<file path="config.mk">
export PLATFORM = sky130hd
export DESIGN_NAME = ep01_sweep_ctrl
export DESIGN_NICKNAME = d
export VERILOG_FILES = /design/src/rtl/ep01_sweep_ctrl.sv
export SDC_FILE = /design/constraint.sdc
export NUM_CORES = 1
export LEC_CHECK = 0
export BUFFER_PORTS_ARGS = -buffer_cell sky130_fd_sc_hd__buf_2
export CORE_AREA = 2 2 87 89
export CTS_BUF_LIST = sky130_fd_sc_hd__clkbuf_4 sky130_fd_sc_hd__clkbuf_8
export CTS_CLUSTER_SIZE = 40
export DETAILED_ROUTE_END_ITERATION = 8
export DIE_AREA = 0 0 89 91
export RECOVER_POWER = 100
export SLEW_MARGIN = 40
export SYNTH_ARGS = -nofsm -noshare
export SYNTH_HDL_FRONTEND = slang
export SYNTH_SLANG_ARGS = --single-unit
</file>
<file path="constraint.sdc">
create_clock -name clk -period 1.9 [get_ports clk]
set_input_delay 0.19 -clock clk [delete_from_list [all_inputs] [get_ports clk]]
set_output_delay 0.19 -clock clk [all_outputs]
set_load 0.02 [all_outputs]
</file>
<file path="src/rtl/ep01_sweep_ctrl.sv">
`default_nettype none
// ============================================================================
// Module      : ep01_sweep_ctrl
// Description : Drives a 4-input combinational function block through all 16
//               input combinations. Each vector is held SETTLE cycles and f is
//               sampled on the vector's last cycle into a 16-bit truth table.
//               The table is compared bit-by-bit against an expected table
//               latched at start, reporting mismatch count, the first failing
//               index and an overall pass flag.
// Ports       : clk, reset (async, active-high)
//               start, abort         - sweep control
//               expected[15:0]       - expected truth table (bit i = index i)
//               f                    - function-block output under test
//               a,b,c,d              - function-block inputs, {a,b,c,d}=index
//               busy, done           - sweep running / completion pulse
//               table_out[15:0]      - captured truth table
//               mismatches[4:0]      - differing bits (0..16)
//               fail_valid,
//               first_fail[3:0]      - lowest failing index when valid
//               pass                 - last complete sweep had no mismatch
// Revision    : 1.0 - initial release
// ============================================================================
module ep01_sweep_ctrl #(
    parameter int SETTLE = 1
) (
    input  logic        clk,
    input  logic        reset,
    input  logic        start,
    input  logic        abort,
    input  logic [15:0] expected,
    input  logic        f,
    output logic        a,
    output logic        b,
    output logic        c,
    output logic        d,
    output logic        busy,
    output logic        done,
    output logic [15:0] table_out,
    output logic [4:0]  mismatches,
    output logic        fail_valid,
    output logic [3:0]  first_fail,
    output logic        pass
);

    localparam logic [1:0] c_st_idle = 2'd0;
    localparam logic [1:0] c_st_run  = 2'd1;
    localparam logic [1:0] c_st_done = 2'd2;

    localparam logic [3:0] c_settle_last = 4'(SETTLE - 1);

    logic [1:0]  r_state;
    logic [1:0]  w_state_next;
    logic [3:0]  r_index;
    logic [3:0]  r_cnt;
    logic [15:0] r_exp;
    logic [15:0] r_table;
    logic [4:0]  r_mism;
    logic        r_fail_valid;
    logic [3:0]  r_first_fail;
    logic        r_pass;

    logic        w_accept;
    logic        w_sample;

    assign w_accept = (r_state == c_st_idle) && start;
    // Abort wins over a sample due on the same edge.
    assign w_sample = (r_state == c_st_run) && !abort && (r_cnt == c_settle_last);

    // ---------------------------------------------------------------- state
    always_ff @(posedge clk or posedge reset) begin
        if (reset) begin
            r_state <= c_st_idle;
        end else begin
            r_state <= w_state_next;
        end
    end

    // ----------------------------------------------------------- next state
    always_comb begin
        w_state_next = r_state;
        case (r_state)
            c_st_idle: begin
                if (start) w_state_next = c_st_run;
            end
            c_st_run: begin
                if (abort) begin
                    w_state_next = c_st_idle;
                end else if (w_sample && (r_index == 4'hF)) begin
                    w_state_next = c_st_done;
                end
            end
            c_st_done: w_state_next = c_st_idle;
            default:   w_state_next = c_st_idle;
        endcase
    end

    // -------------------------------------------------------------- outputs
    always_comb begin
        busy = (r_state == c_st_run);
        done = (r_state == c_st_done);
        // Vector lines only follow the index while a sweep is in flight so an
        // aborted sweep leaves the function block parked at 0.
        if ((r_state == c_st_run) || (r_state == c_st_done)) begin
            {a, b, c, d} = r_index;
        end else begin
            {a, b, c, d} = 4'd0;
        end
        // The done cycle shows the verdict before r_pass is updated on exit.
        pass = r_pass || ((r_state == c_st_done) && (r_mism == 5'd0));
    end

    assign table_out  = r_table;
    assign mismatches = r_mism;
    assign fail_valid = r_fail_valid;
    assign first_fail = r_first_fail;

    // ------------------------------------------------------------- datapath
    always_ff @(posedge clk or posedge reset) begin
        if (reset) begin
            r_index      <= 4'd0;
            r_cnt        <= 4'd0;
            r_exp        <= 16'd0;
            r_table      <= 16'd0;
            r_mism       <= 5'd0;
            r_fail_valid <= 1'b0;
            r_first_fail <= 4'd0;
            r_pass       <= 1'b0;
        end else if (w_accept) begin
            r_index      <= 4'd0;
            r_cnt        <= 4'd0;
            r_exp        <= expected;
            r_table      <= 16'd0;
            r_mism       <= 5'd0;
            r_fail_valid <= 1'b0;
            r_first_fail <= 4'd0;
            r_pass       <= 1'b0;
        end else if (r_state == c_st_run) begin
            if (abort) begin
                // Partial results are kept; only the walk position resets.
                r_index <= 4'd0;
                r_cnt   <= 4'd0;
            end else if (w_sample) begin
                r_cnt            <= 4'd0;
                r_table[r_index] <= f;
                if (f != r_exp[r_index]) begin
                    r_mism <= r_mism + 5'd1;
                    if (!r_fail_valid) begin
                        r_first_fail <= r_index;
                        r_fail_valid <= 1'b1;
                    end
                end
                // Index 15 stays put for the done cycle.
                if (r_index != 4'hF) r_index <= r_index + 4'd1;
            end else begin
                r_cnt <= r_cnt + 4'd1;
            end
        end else if (r_state == c_st_done) begin
            r_pass  <= (r_mism == 5'd0);
            r_index <= 4'd0;
        end
    end

endmodule
`default_nettype wire

</file>
Yosys cells after proc, flatten, opt, wreduce, memory -nomap -nowiden
Cells that the tools add are included.
{"block": "word_totals", "word_cells": 95, "out_inout_bits": 33, "input_bits": 21, "register_bits": 53}
{"block": "classes", "muxes": 46, "n_addsub": 3, "eq_ne": 12, "n_lt_le_gt_ge": 2, "n_reduce_logical": 23}
{"cell": "16-bit 2-to-1 mux", "count": 4}
{"cell": "4-bit 2-to-1 mux", "count": 16}
{"cell": "5-bit 2-to-1 mux", "count": 5}
{"cell": "16-bit bitwise mux", "count": 1}
{"cell": "1-bit 2-to-1 mux", "count": 14}
{"cell": "4-bit by 1-bit adder with 4-bit output (second input constant)", "count": 2}
{"cell": "4-bit by 2-bit inequality test with 1-bit output (second input constant)", "count": 2}
{"cell": "2-bit nonzero test", "count": 4}
{"cell": "1-bit logical AND", "count": 6}
{"cell": "2-bit 2-to-1 mux", "count": 3}
{"cell": "2-bit by 1-bit inequality test with 1-bit output (second input constant)", "count": 3}
{"cell": "3-bit AND reduction", "count": 2}
{"cell": "5-bit by 1-bit adder with 5-bit output (second input constant)", "count": 1}
{"cell": "5-bit zero test", "count": 1}
{"cell": "4-bit by 5-bit less-than comparator with 1-bit output (second input constant)", "count": 1}
{"cell": "5-bit AND reduction", "count": 1}
{"cell": "1-bit binary-select mux with 4-bit select", "count": 1}
{"cell": "1-bit demux with 4-bit select", "count": 1}
{"cell": "4-bit == test (second input constant)", "count": 1}
{"cell": "4-bit by 1-bit >= comparator with 1-bit output (second input constant)", "count": 1}
{"cell": "4-bit zero test", "count": 1}
{"cell": "4-bit inequality test (second input constant)", "count": 1}
{"cell": "2-bit case mux with 2 select lines", "count": 1}
{"cell": "2-bit AND reduction", "count": 2}
{"cell": "10 further kinds", "count": 11}

Depth between registers and ports, before layout
Gate-level depths: netlist of run 1.
{"block": "depth", "word_depth": 9, "depth_mapped": 8}

Least setup slack after synthesis of run 1
No wires, ideal clock.
{"block": "synth_timing", "path_type": "register to register", "from": "reg r_state[1]", "to": "reg r_mism[2] (netlist: mismatches[2])", "synth_period_minus_slack_ns": 2.063, "path_stages_with_launch": 8, "path_buffers": 0, "t_arrival_ns": 1.983, "path_slack_ns": -0.163, "required_ns": 1.821, "path_cell_list": "dfrtp_1 -> inv_1 -> ha_1 -> nor2b_1 -> nand2_1 -> a211o_2 -> a21boi_2 -> mux2i_1"}
{"block": "synth_via", "elab_chain_cells": 5}
{"item": "start, declared", "line": "51", "source": "logic [1:0] r_state;"}
{"item": "start signal, assigned", "line": "72", "source": "r_state <= c_st_idle;"}
{"item": "start signal, assigned", "line": "74", "source": "r_state <= w_state_next;"}
{"item": "2-bit by 1-bit == test with 1-bit output *"}
{"item": "net busy", "line": "36", "source": "output logic busy,"}
{"item": "1-bit logical AND (2 in series)", "line": "67", "source": "assign w_sample = (r_state == c_st_run) && !abort && (r_cnt == c_settle_last);"}
{"item": "2-bit nonzero test (no line)"}
{"item": "4-bit AND reduction (no line) *"}
{"item": "end signal, assigned", "line": "146", "source": "r_mism <= r_mism + 5'd1;"}
{"item": "end, declared", "line": "57", "source": "logic [4:0] r_mism;"}
The timed path passes the listed nets; every way through them passes the cells marked *.
A chain may end at the register's enable or synchronous reset.

Final worst setup path of run 1
{"block": "layout_timing", "from": "reg r_index[0]", "to": "reg r_mism[3] (netlist: mismatches[3])"}
{"block": "layout_via", "elab_chain_cells": 5}
{"item": "start, declared", "line": "53", "source": "logic [3:0] r_index;"}
{"item": "start signal, assigned", "line": "153", "source": "if (r_index != 4'hF) r_index <= r_index + 4'd1;"}
{"item": "1-bit binary-select mux with 4-bit select", "line": "145", "source": "if (f != r_exp[r_index]) begin"}
{"item": "1-bit 2-to-1 mux (implied by the code)", "line": "145"}
{"item": "1-bit inequality test", "line": "145"}
{"item": "2-bit nonzero test (no line)"}
{"item": "4-bit AND reduction (no line)"}
No other way between the ends. The select of a mux whose other input is x is not followed.

==> results of run 1 <==
stage by stage:
stage | setup slack [ps] | instance area [sq um] | cells | util, %
5_1_grt | -224.4 | 3633 | 493 | 50.91
3_3_place_gp | -63.30 | 3451 | 484 | 48.35
2_1_floorplan | 6.701 | 2925 | 320 | -
6_report | -114.3 | 3633 | 493 | 50.91
3_5_place_dp | -134.3 | 3451 | 484 | 48.35
4_1_cts | -69.80 | 3561 | 492 | 49.89
placed cells by master, fill, tap and decap left out, types with 3 or more instances in the layout:
cell type and n:
nand2_1 86, dfrtp_1 52, clkbuf_1 29, nand3_1 24, a21oi_1 24, buf_2 24, buf_4 16, nor2_1 14
inv_1 13, ha_1 11, mux2i_1 8, nand2b_1 6, clkbuf_8 6, and2_1 5, buf_6 5, mux4_2 4
o21ai_1 4, nand4_1 3, o21ai_2 3, a21oi_2 3, clkbuf_2 3
cell families after synthesis:
kind of cell	after synthesis	share of synthesized area (%)
simple gates	161	26.18
compound gates	53	12.08
flops	53	45.42
buf+inv	27	4.542
mux	13	6.213
fa+ha+maj	13	5.570
final cells by class:
| class | count | area share [%] |
|---|---|---|
| Clock buffer | 6 | 2.273 |
| Clock inverter | 1 | 0.2066 |
| Inverter | 13 | 1.343 |
| Multi-Input combinational cell | 240 | 43.42 |
| Sequential cell | 53 | 36.54 |
| Tap cell | 99 | 3.409 |
| Timing Repair Buffer | 81 | 12.81 |
power groups by stage:
stage | registers, uW | logic (uW) | clock network [uW]
detailed placement | 1560 | 1480 | 0
CTS | 1540 | 1500 | 688
global placement | 1570 | 1460 | 0
finish | 1530 | 1570 | 683
floorplan | 1560 | 1010 | 0
global route | 1580 | 1730 | 737
flip-flops by register name, summed over array words and instances, names as in the netlist:
| register | count |
|---|---|
| table_out | 16 |
| r_cnt | 4 |
| fail_valid | 1 |
| r_pass | 1 |
| mismatches | 5 |
| r_state | 2 |
| first_fail | 4 |
| r_index | 4 |
| r_exp | 16 |
layer usage:
| metal | vias up | GRT usage (%) | routed length [um] |
|---|---|---|---|
| met3 | 6 | 3.000 | 283 |
| met5 | - | 0 | 0 |
| li1 | 1241 | - | - |
| met1 | 1213 | 27.22 | 3357 |
| met2 | 55 | 27.43 | 3304 |
| met4 | 0 | 2.985 | 55 |
worst paths after layout:
check / from / slack [ps] / end / cells after the start
worst max register to register: r_index[0] / -110 / mismatches[3] / 6
min in group asynchronous: reset / 580 / r_exp[6] / 3
worst min-delay path: expected[10] / 60 / r_exp[10] / 3
worst min register to register: r_exp[7] / 480 / r_exp[7] / 2
worst max-delay path: r_index[0] / -110 / mismatches[3] / 6
max in group asynchronous: reset / 290 / r_index[0] / 4
what timing repair did:
item	in CTS	in global routing
endpoints found under the setup margin	10	30
setup buffers	0	2
pin swaps	0	18
endpoints found under the hold margin	20	0
hold buffers	1	0
resized for setup	2	32
worst max-delay path: stages, from the launching register on:
cell     delay, ps
dfrtp_2        450
mux4_2         560
a22oi_4        360
buf_6          150
nand4_1        110
o31ai_2         90
mux2i_1        220
==> flow_metrics.env, run 1 <==
export IMPL_outcome="finished, violations left"
export IMPL_violations="setup timing"
export IMPL_timing_final_crit_share_pct=106.0
export IMPL_synth_top_cells_by_count="nand2_1, dfrtp_1, a21oi_1"
export IMPL_clock_sinks=53
export IMPL_min_period_ps=2014
export IMPL_cts_max_path_buffers=2
export IMPL_clock_fmax_mhz=496.5
export IMPL_p_int_uw=2285
export IMPL_diodes=0
export IMPL_synth_avg_cell_area_sq_um=9.126
export IMPL_ioPinCount=54
export IMPL_powerDensity_mw_per_mm2=1042
export IMPL_required_ps=2130
export IMPL_setup_violations=11
export IMPL_cts_inserted_buffers=5
export IMPL_yosys_warnings=0
export IMPL_routed_wl_um=7001
export IMPL_areaGrowthSynthToFinish_pct=24.42
export IMPL_die_h_um=91
export IMPL_initial_utilization_pct=40.92
export IMPL_synth_cells=320
export IMPL_synth_top_area_share_pct=45.42
export IMPL_htreeDepth=2
export IMPL_ys_flop_type="dfrtp_1"
export IMPL_combPwrFrac_pct=41.4
export IMPL_p_clk_share_pct=18.0
export IMPL_synth_area_sq_mm=0.002920
export IMPL_power_share_switching_pct=39.62
export IMPL_core_area_sq_mm=0.007137
export IMPL_finalClockSkew_ps=8.953
export IMPL_yosysSeqAreaShare_pct=45.42
export IMPL_cts_tree="yes"
export IMPL_portBuffers=53
export IMPL_fin_total_pwr_uw=3785
export IMPL_cts_root_buffer="clkbuf_8"
export IMPL_drtPass1Iterations=4
export IMPL_yosys_cell_count_top_type="nand2_1"
export IMPL_core_rowCount=31
export IMPL_drv_cap=0
export IMPL_holdWs_ps=63.04
export IMPL_rsz0062_at_grt="true"
export IMPL_worst_pin_slew_ps=824.3
export IMPL_final_max_slew_viol_count=0
export IMPL_synth_edf_count=0
export IMPL_clkLatencyLatePin_ps=310
export IMPL_regArea_sq_mm=0.001328
export IMPL_grt_max_degree=34
export IMPL_antenna_found_initial=0
export IMPL_syn_num_nets=354
export IMPL_layout_setup_ws_ps=-114.3
export IMPL_synth_area_leaders="dfrtp_1, nand2_1, ha_1"
export IMPL_drive_gt1_share_pct=23.60
export IMPL_drcViolationCount=0
export IMPL_vias=2515
export IMPL_max_vdd_ir_drop_mv=0.6580
export IMPL_synth_cell_types=47
export IMPL_worst_setup_path_type="reg2reg"
export IMPL_wl_per_cell_um=14.20
export IMPL_synth_ff_latch_count=53
export IMPL_start_kind="flip-flop"
export IMPL_die_x_um=89
export IMPL_tns_ps=-731.9
export IMPL_final_antenna_net_count=0
export IMPL_synth_top_area_cell="dfrtp_1"
export IMPL_hold_path_class="in2reg"
export IMPL_multi_input_area_sq_mm=0.001578
export IMPL_p_leak_uw=0.001682
export IMPL_cts_reportedPaths_clkPinSlew_ps=100
export IMPL_vias_per_cell=5.101
export IMPL_place_gp_congestion=0.7857
export IMPL_grt_pass1_wl_um=11540
export IMPL_die_area_sq_mm=0.008099
export IMPL_drt_iter0_markers=144
export IMPL_synthArstFlopShare_pct=100.0
export IMPL_nNetsFinal=428
export IMPL_p_seq_share_pct=40.5
export IMPL_crit_arrival_ps=2240
export IMPL_fill_cells=734
export IMPL_grt_ovfl_total=0
export IMPL_grt_pass1_vias=2307
export IMPL_place_hpwl_um=5109
export IMPL_slew_headroom_pct=44.99
export IMPL_cp_end_kind="flip-flop"
export IMPL_grt_util_all_layers_pct=17.96
export IMPL_worstPathMaxFanout=8
export IMPL_switchingPower_uw=1500
export IMPL_hold_viol_final=0
No activity file was read; power rests on OpenSTA's default activity.
==> run 2, diff against run 1 <==
- CORE_AREA: 2 2 87 89 -> 2 2 80 82
- DIE_AREA: 0 0 89 91 -> 0 0 82 84
- PLACE_DENSITY: not set -> 0.74
- SKIP_LAST_GASP: not set -> 1
==> flow_metrics.env, run 2 (synthesized netlist as in run 1, its figures left out) <==
export IMPL_place_gp_congestion=0.8840
export IMPL_core_rowCount=29
export IMPL_fin_area_sq_mm=0.003576
export IMPL_antenna_found_initial=0
export IMPL_placed_cell_area_sq_mm=0.003411
export IMPL_ioPinCount=54
export IMPL_core_area_sq_mm=0.006096
export IMPL_worstPathMaxFanout=6
export IMPL_die_x_um=82
export IMPL_required_ps=2110
export IMPL_cts_max_path_buffers=2
export IMPL_cts_reportedPaths_clkPinSlew_ps=110
export IMPL_hold_path_class="in2reg"
export IMPL_max_vdd_ir_drop_mv=0.6894
export IMPL_rsz0062_at_grt="true"
export IMPL_powerDensity_mw_per_mm2=1057
export IMPL_die_area_sq_mm=0.006888
export IMPL_routed_wl_um=6829
export IMPL_violations="setup timing"
export IMPL_min_period_ps=1990
export IMPL_nNetsFinal=434
export IMPL_cts_root_buffer="clkbuf_8"
export IMPL_portBuffers=53
export IMPL_p_int_uw=2274
export IMPL_drive_gt1_share_pct=23.94
export IMPL_areaGrowthSynthToFinish_pct=22.45
export IMPL_layout_common_cells="nand2_1, dfrtp_1, clkbuf_1, buf_2, buf_4"
export IMPL_timing_final_crit_share_pct=104.7
export IMPL_worst_setup_path_type="reg2reg"
export IMPL_worst_pin_slew_ps=1296
export IMPL_crit_arrival_ps=2200
export IMPL_p_leak_uw=0.001694
export IMPL_grt_pass1_vias=2417
export IMPL_crit_path_top_delay_cell="mux4_2"
export IMPL_power_share_switching_pct=39.81
export IMPL_critPathMaxStageDelay_ps=550
export IMPL_hold_viol_final=0
export IMPL_drcViolationCount=0
export IMPL_cts_tree="yes"
export IMPL_combPwrFrac_pct=41.1
export IMPL_grt_max_degree=54
export IMPL_p_seq_share_pct=41.1
export IMPL_wl_per_cell_um=14.29
export IMPL_diodes=0
export IMPL_dpl_cell_count=462
export IMPL_start_kind="flip-flop"
export IMPL_place_hpwl_um=4925
export IMPL_finalClockSkew_ps=17.04
export IMPL_grt_util_all_layers_pct=21.40
export IMPL_grt_pass1_wl_um=11550
export IMPL_setup_violations=8
export IMPL_regArea_sq_mm=0.001328
export IMPL_vias_per_cell=5.276
export IMPL_path_cells="mux4_2 -> a22oi_4 -> buf_4 -> nand4_1 -> nand3_1 -> a21oi_2"
export IMPL_final_antenna_net_count=0
export IMPL_initial_utilization_pct=47.91
export IMPL_clock_sinks=53
export IMPL_multi_input_area_sq_mm=0.001528
export IMPL_p_clk_share_pct=17.8
export IMPL_layout_setup_ws_ps=-89.65
export IMPL_drt_iter0_markers=173
export IMPL_clkLatencyLatePin_ps=320
export IMPL_die_h_um=84
export IMPL_outcome="finished, violations left"
export IMPL_cp_end_kind="flip-flop"
export IMPL_drv_cap=0
export IMPL_fin_cells=478
export IMPL_drtPass1Iterations=4
export IMPL_grt_ovfl_total=0
export IMPL_switchingPower_uw=1504
export IMPL_htreeDepth=2
export IMPL_slew_headroom_pct=13.62
export IMPL_clock_fmax_mhz=502.6
export IMPL_layout_commonest_cell="nand2_1"
export IMPL_fill_cells=573
export IMPL_vias=2522
export IMPL_cts_inserted_buffers=5
export IMPL_final_max_slew_viol_count=0
-- run 2: path summary, 6_finish.rpt --
check | cells past startpoint | slack (ps) | end | from
setup / recovery | 6 | -90 | first_fail[3] | r_index[0]
hold / removal | 3 | 50 | r_exp[0] | expected[0]
setup reg to reg | 6 | -90 | first_fail[3] | r_index[0]
hold reg to reg | 2 | 490 | r_exp[4] | r_exp[4]
max in group asynchronous | 4 | 200 | r_index[0] | reset
min in group asynchronous | 4 | 840 | r_index[3] | reset
-- run 2: final cells by class --
cell class / count / area share [%]
multi-input cells: 240 / 42.72
flip-flops and latches: 53 / 37.12
repair buffers: 87 / 13.47
well taps: 77 / 2.694
clock buffers: 5 / 1.924
inverters: 13 / 1.365
clock inverters: 3 / 0.6998
-- run 2: critical path: cells and delay by family (launching register included) --
kind,cells,cell delay [ps]
flops,1,450
simple gates,2,350
compound gates,2,370
mux,1,550
buf+inv,1,170
-- run 2: per-stage QoR --
stage	hold WS [ps]	worst slack, ps	total power [uW]	util, %	setup TNS, ps
2_1_floorplan	295.4	6.701	2566	-	0
3_3_place_gp	257.9	-57.52	2963	55.95	-326.1
3_5_place_dp	261.4	-173.0	3003	55.95	-1106
4_1_cts	46.44	-85.81	3769	58.44	-617.5
5_1_grt	56.82	-196.2	4053	58.66	-2318
6_report	49.53	-89.65	3778	58.66	-537.0
-- run 2: power by group through the flow --
stage	clock, uW	sequential, uW	combinational [uW]
after floorplan	0	1560	1010
after global placement	0	1570	1390
after detailed placement	0	1570	1430
after CTS	693	1550	1530
after global routing	730	1580	1740
final	672	1550	1550
-- run 2: timing repair --
action / 4_1_cts / 5_1_grt
endpoints found under the hold margin: 53 / 0
buffers inserted: 3 / 4
resized for setup: 8 / 13
pin swaps: 5 / 8
hold buffers: 1 / 0
endpoints found under the setup margin: 10 / 31
-- run 2: per-layer routing --
metal / part of all wire, % / vias up / global-route usage (%) / wire, um
met5: 0 / - / 0 / 0
met4: 1.5 / 0 / 6.818 / 101
met3: 4.2 / 7 / 3.030 / 289
met2: 49 / 57 / 33.63 / 3316
met1: 46 / 1205 / 30.32 / 3122
li1: - / 1253 / - / -
==> run 3, diff against run 2 <==
- CELL_PAD_IN_SITES_DETAIL_PLACEMENT: not set -> 2
- CELL_PAD_IN_SITES_GLOBAL_PLACEMENT: not set -> 2
- CORE_AREA: 2 2 80 82 -> 2 2 99 101
- DIE_AREA: 0 0 82 84 -> 0 0 101 103
- GPL_ROUTABILITY_DRIVEN: not set -> 0
- PLACE_DENSITY: 0.74 -> not set
- PLACE_DENSITY_LB_ADDON: not set -> 0.1
==> flow_metrics.env, run 3 (synthesized netlist as in run 1, its figures left out) <==
export IMPL_layout_common_cells="nand2_1, dfrtp_1, buf_4, buf_2, clkbuf_1"
export IMPL_core_area_sq_mm=0.009459
export IMPL_timing_final_crit_share_pct=105.2
export IMPL_grt_pass1_vias=2825
export IMPL_htreeDepth=2
export IMPL_rsz0062_at_grt="true"
export IMPL_setup_violations=9
export IMPL_drt_iter0_markers=75
export IMPL_grt_ovfl_total=0
export IMPL_drt_met1_wl_um=4373
export IMPL_layout_commonest_cell="nand2_1"
export IMPL_cts_reportedPaths_clkPinSlew_ps=100
export IMPL_powerDensity_mw_per_mm2=1082
export IMPL_wl_per_cell_um=17.42
export IMPL_diodes=0
export IMPL_finalClockSkew_ps=8.720
export IMPL_route_met2_wl_um=4401
export IMPL_worstPathMaxFanout=6
export IMPL_max_vdd_ir_drop_mv=0.4212
export IMPL_cts_root_buffer="clkbuf_8"
export IMPL_final_antenna_net_count=0
export IMPL_clock_fmax_mhz=500.1
export IMPL_final_util_pct=41.02
export IMPL_cp_end_kind="flip-flop"
export IMPL_worst_setup_path_type="reg2reg"
export IMPL_portBuffers=53
export IMPL_crit_arrival_ps=2220
export IMPL_start_kind="flip-flop"
export IMPL_violations="setup timing"
export IMPL_hold_path_class="in2reg"
export IMPL_grt_max_degree=54
export IMPL_clkLatencyLatePin_ps=320
export IMPL_cts_tree="yes"
export IMPL_clock_sinks=53
export IMPL_wl_met3_um=279
export IMPL_drcViolationCount=0
export IMPL_grt_pass1_wl_um=15280
export IMPL_vias_per_cell=5.015
export IMPL_outcome="finished, violations left"
export IMPL_core_rowCount=36
export IMPL_worst_pin_slew_ps=1267
export IMPL_vias=2633
export IMPL_dpl_worst_slack_ps=-223.5
export IMPL_drtPass1Iterations=4
export IMPL_die_x_um=101
export IMPL_die_area_sq_mm=0.01040
export IMPL_p_leak_uw=0.001790
export IMPL_antenna_found_initial=0
export IMPL_areaGrowthSynthToFinish_pct=32.86
export IMPL_die_h_um=103
export IMPL_ioPinCount=54
export IMPL_grt_util_all_layers_pct=19.19
export IMPL_initial_utilization_pct=30.87
export IMPL_min_period_ps=2000
export IMPL_place_hpwl_um=6544
export IMPL_required_ps=2120
export IMPL_layout_setup_ws_ps=-99.69
export IMPL_nNetsFinal=444
export IMPL_hold_viol_final=0
export IMPL_final_max_slew_viol_count=0
export IMPL_drive_gt1_share_pct=29.93
export IMPL_slew_headroom_pct=15.57
export IMPL_dr_max_layer_used="met4"
export IMPL_routed_wl_um=9145
export IMPL_cts_inserted_buffers=5
export IMPL_drv_cap=0
export IMPL_cts_max_path_buffers=2
## run 3: cell types whose count changed in the layout (fill, tap and decap cells not counted), sizes merged
cell	delta
buf	+16
clkbuf	-5
bufinv	+1
clkinvlp	-1
inv	-1
## run 3: per-stage QoR
step	setup TNS (ps)	hold WS [ps]	cell area [sq um]	total power, uW	instances
6_report	-679.1	53.45	3880	4197	525
3_5_place_dp	-1344	275.5	3522	3187	506
2_1_floorplan	0	295.4	2925	2566	320
4_1_cts	-921.8	44.96	3741	4142	520
3_3_place_gp	-624.4	271.3	3522	3128	506
5_1_grt	-2728	46.20	3880	4539	525
## run 3: area by class of cell
cell class / instances / area, sq um
clock buffer: 6 / 76.32
clock inverter: 2 / 38.79
fill: 1060 / 5579
inverter: 13 / 48.80
multi-input combinational: 240 / 1637
sequential: 53 / 1328
tap: 114 / 142.6
timing repair buffer: 97 / 609.3
## run 3: path summary, 6_finish.rpt
path | cells past startpoint | start | slack, ps | endpoint
hold reg to reg | 2 | r_exp[12] | 490 | r_exp[12]
hold / removal | 3 | expected[15] | 50 | r_exp[15]
max in group asynchronous | 4 | reset | 210 | r_index[0]
min in group asynchronous | 4 | reset | 840 | table_out[7]
setup reg to reg | 6 | r_index[0] | -100 | mismatches[1]
setup / recovery | 6 | r_index[0] | -100 | mismatches[1]
## run 3: where the power goes
part           switching (uW)  internal (uW)  leakage, uW  total [uW]
Combinational            1050            749      0.00102        1800
Clock                     421            411    0.0000588         832
Sequential                198           1360     0.000707        1560
Total                    1670           2520      0.00179        4200
## run 3: metal layers
layer / vias up / track usage (%)
met2: 40 / 32.92
met1: 1319 / 25.27
met5: - / 0
met4: 0 / 4.990
li1: 1270 / -
met3: 4 / 3.254
## run 3: critical path, stage by stage, from the launching register on
cell and delay, ps:
dfrtp_2 450, mux4_2 550, a22oi_4 280, buf_4 170, a211o_4 170, a21oi_1 80
a41o_1 200
## run 3: what timing repair did
action | in CTS | in global routing
setup endpoints to repair | 13 | 35
hold buffers | 1 | 0
setup buffers | 5 | 5
pin swaps | 9 | 14
gates resized for setup | 14 | 36
endpoints found under the hold margin | 53 | 0
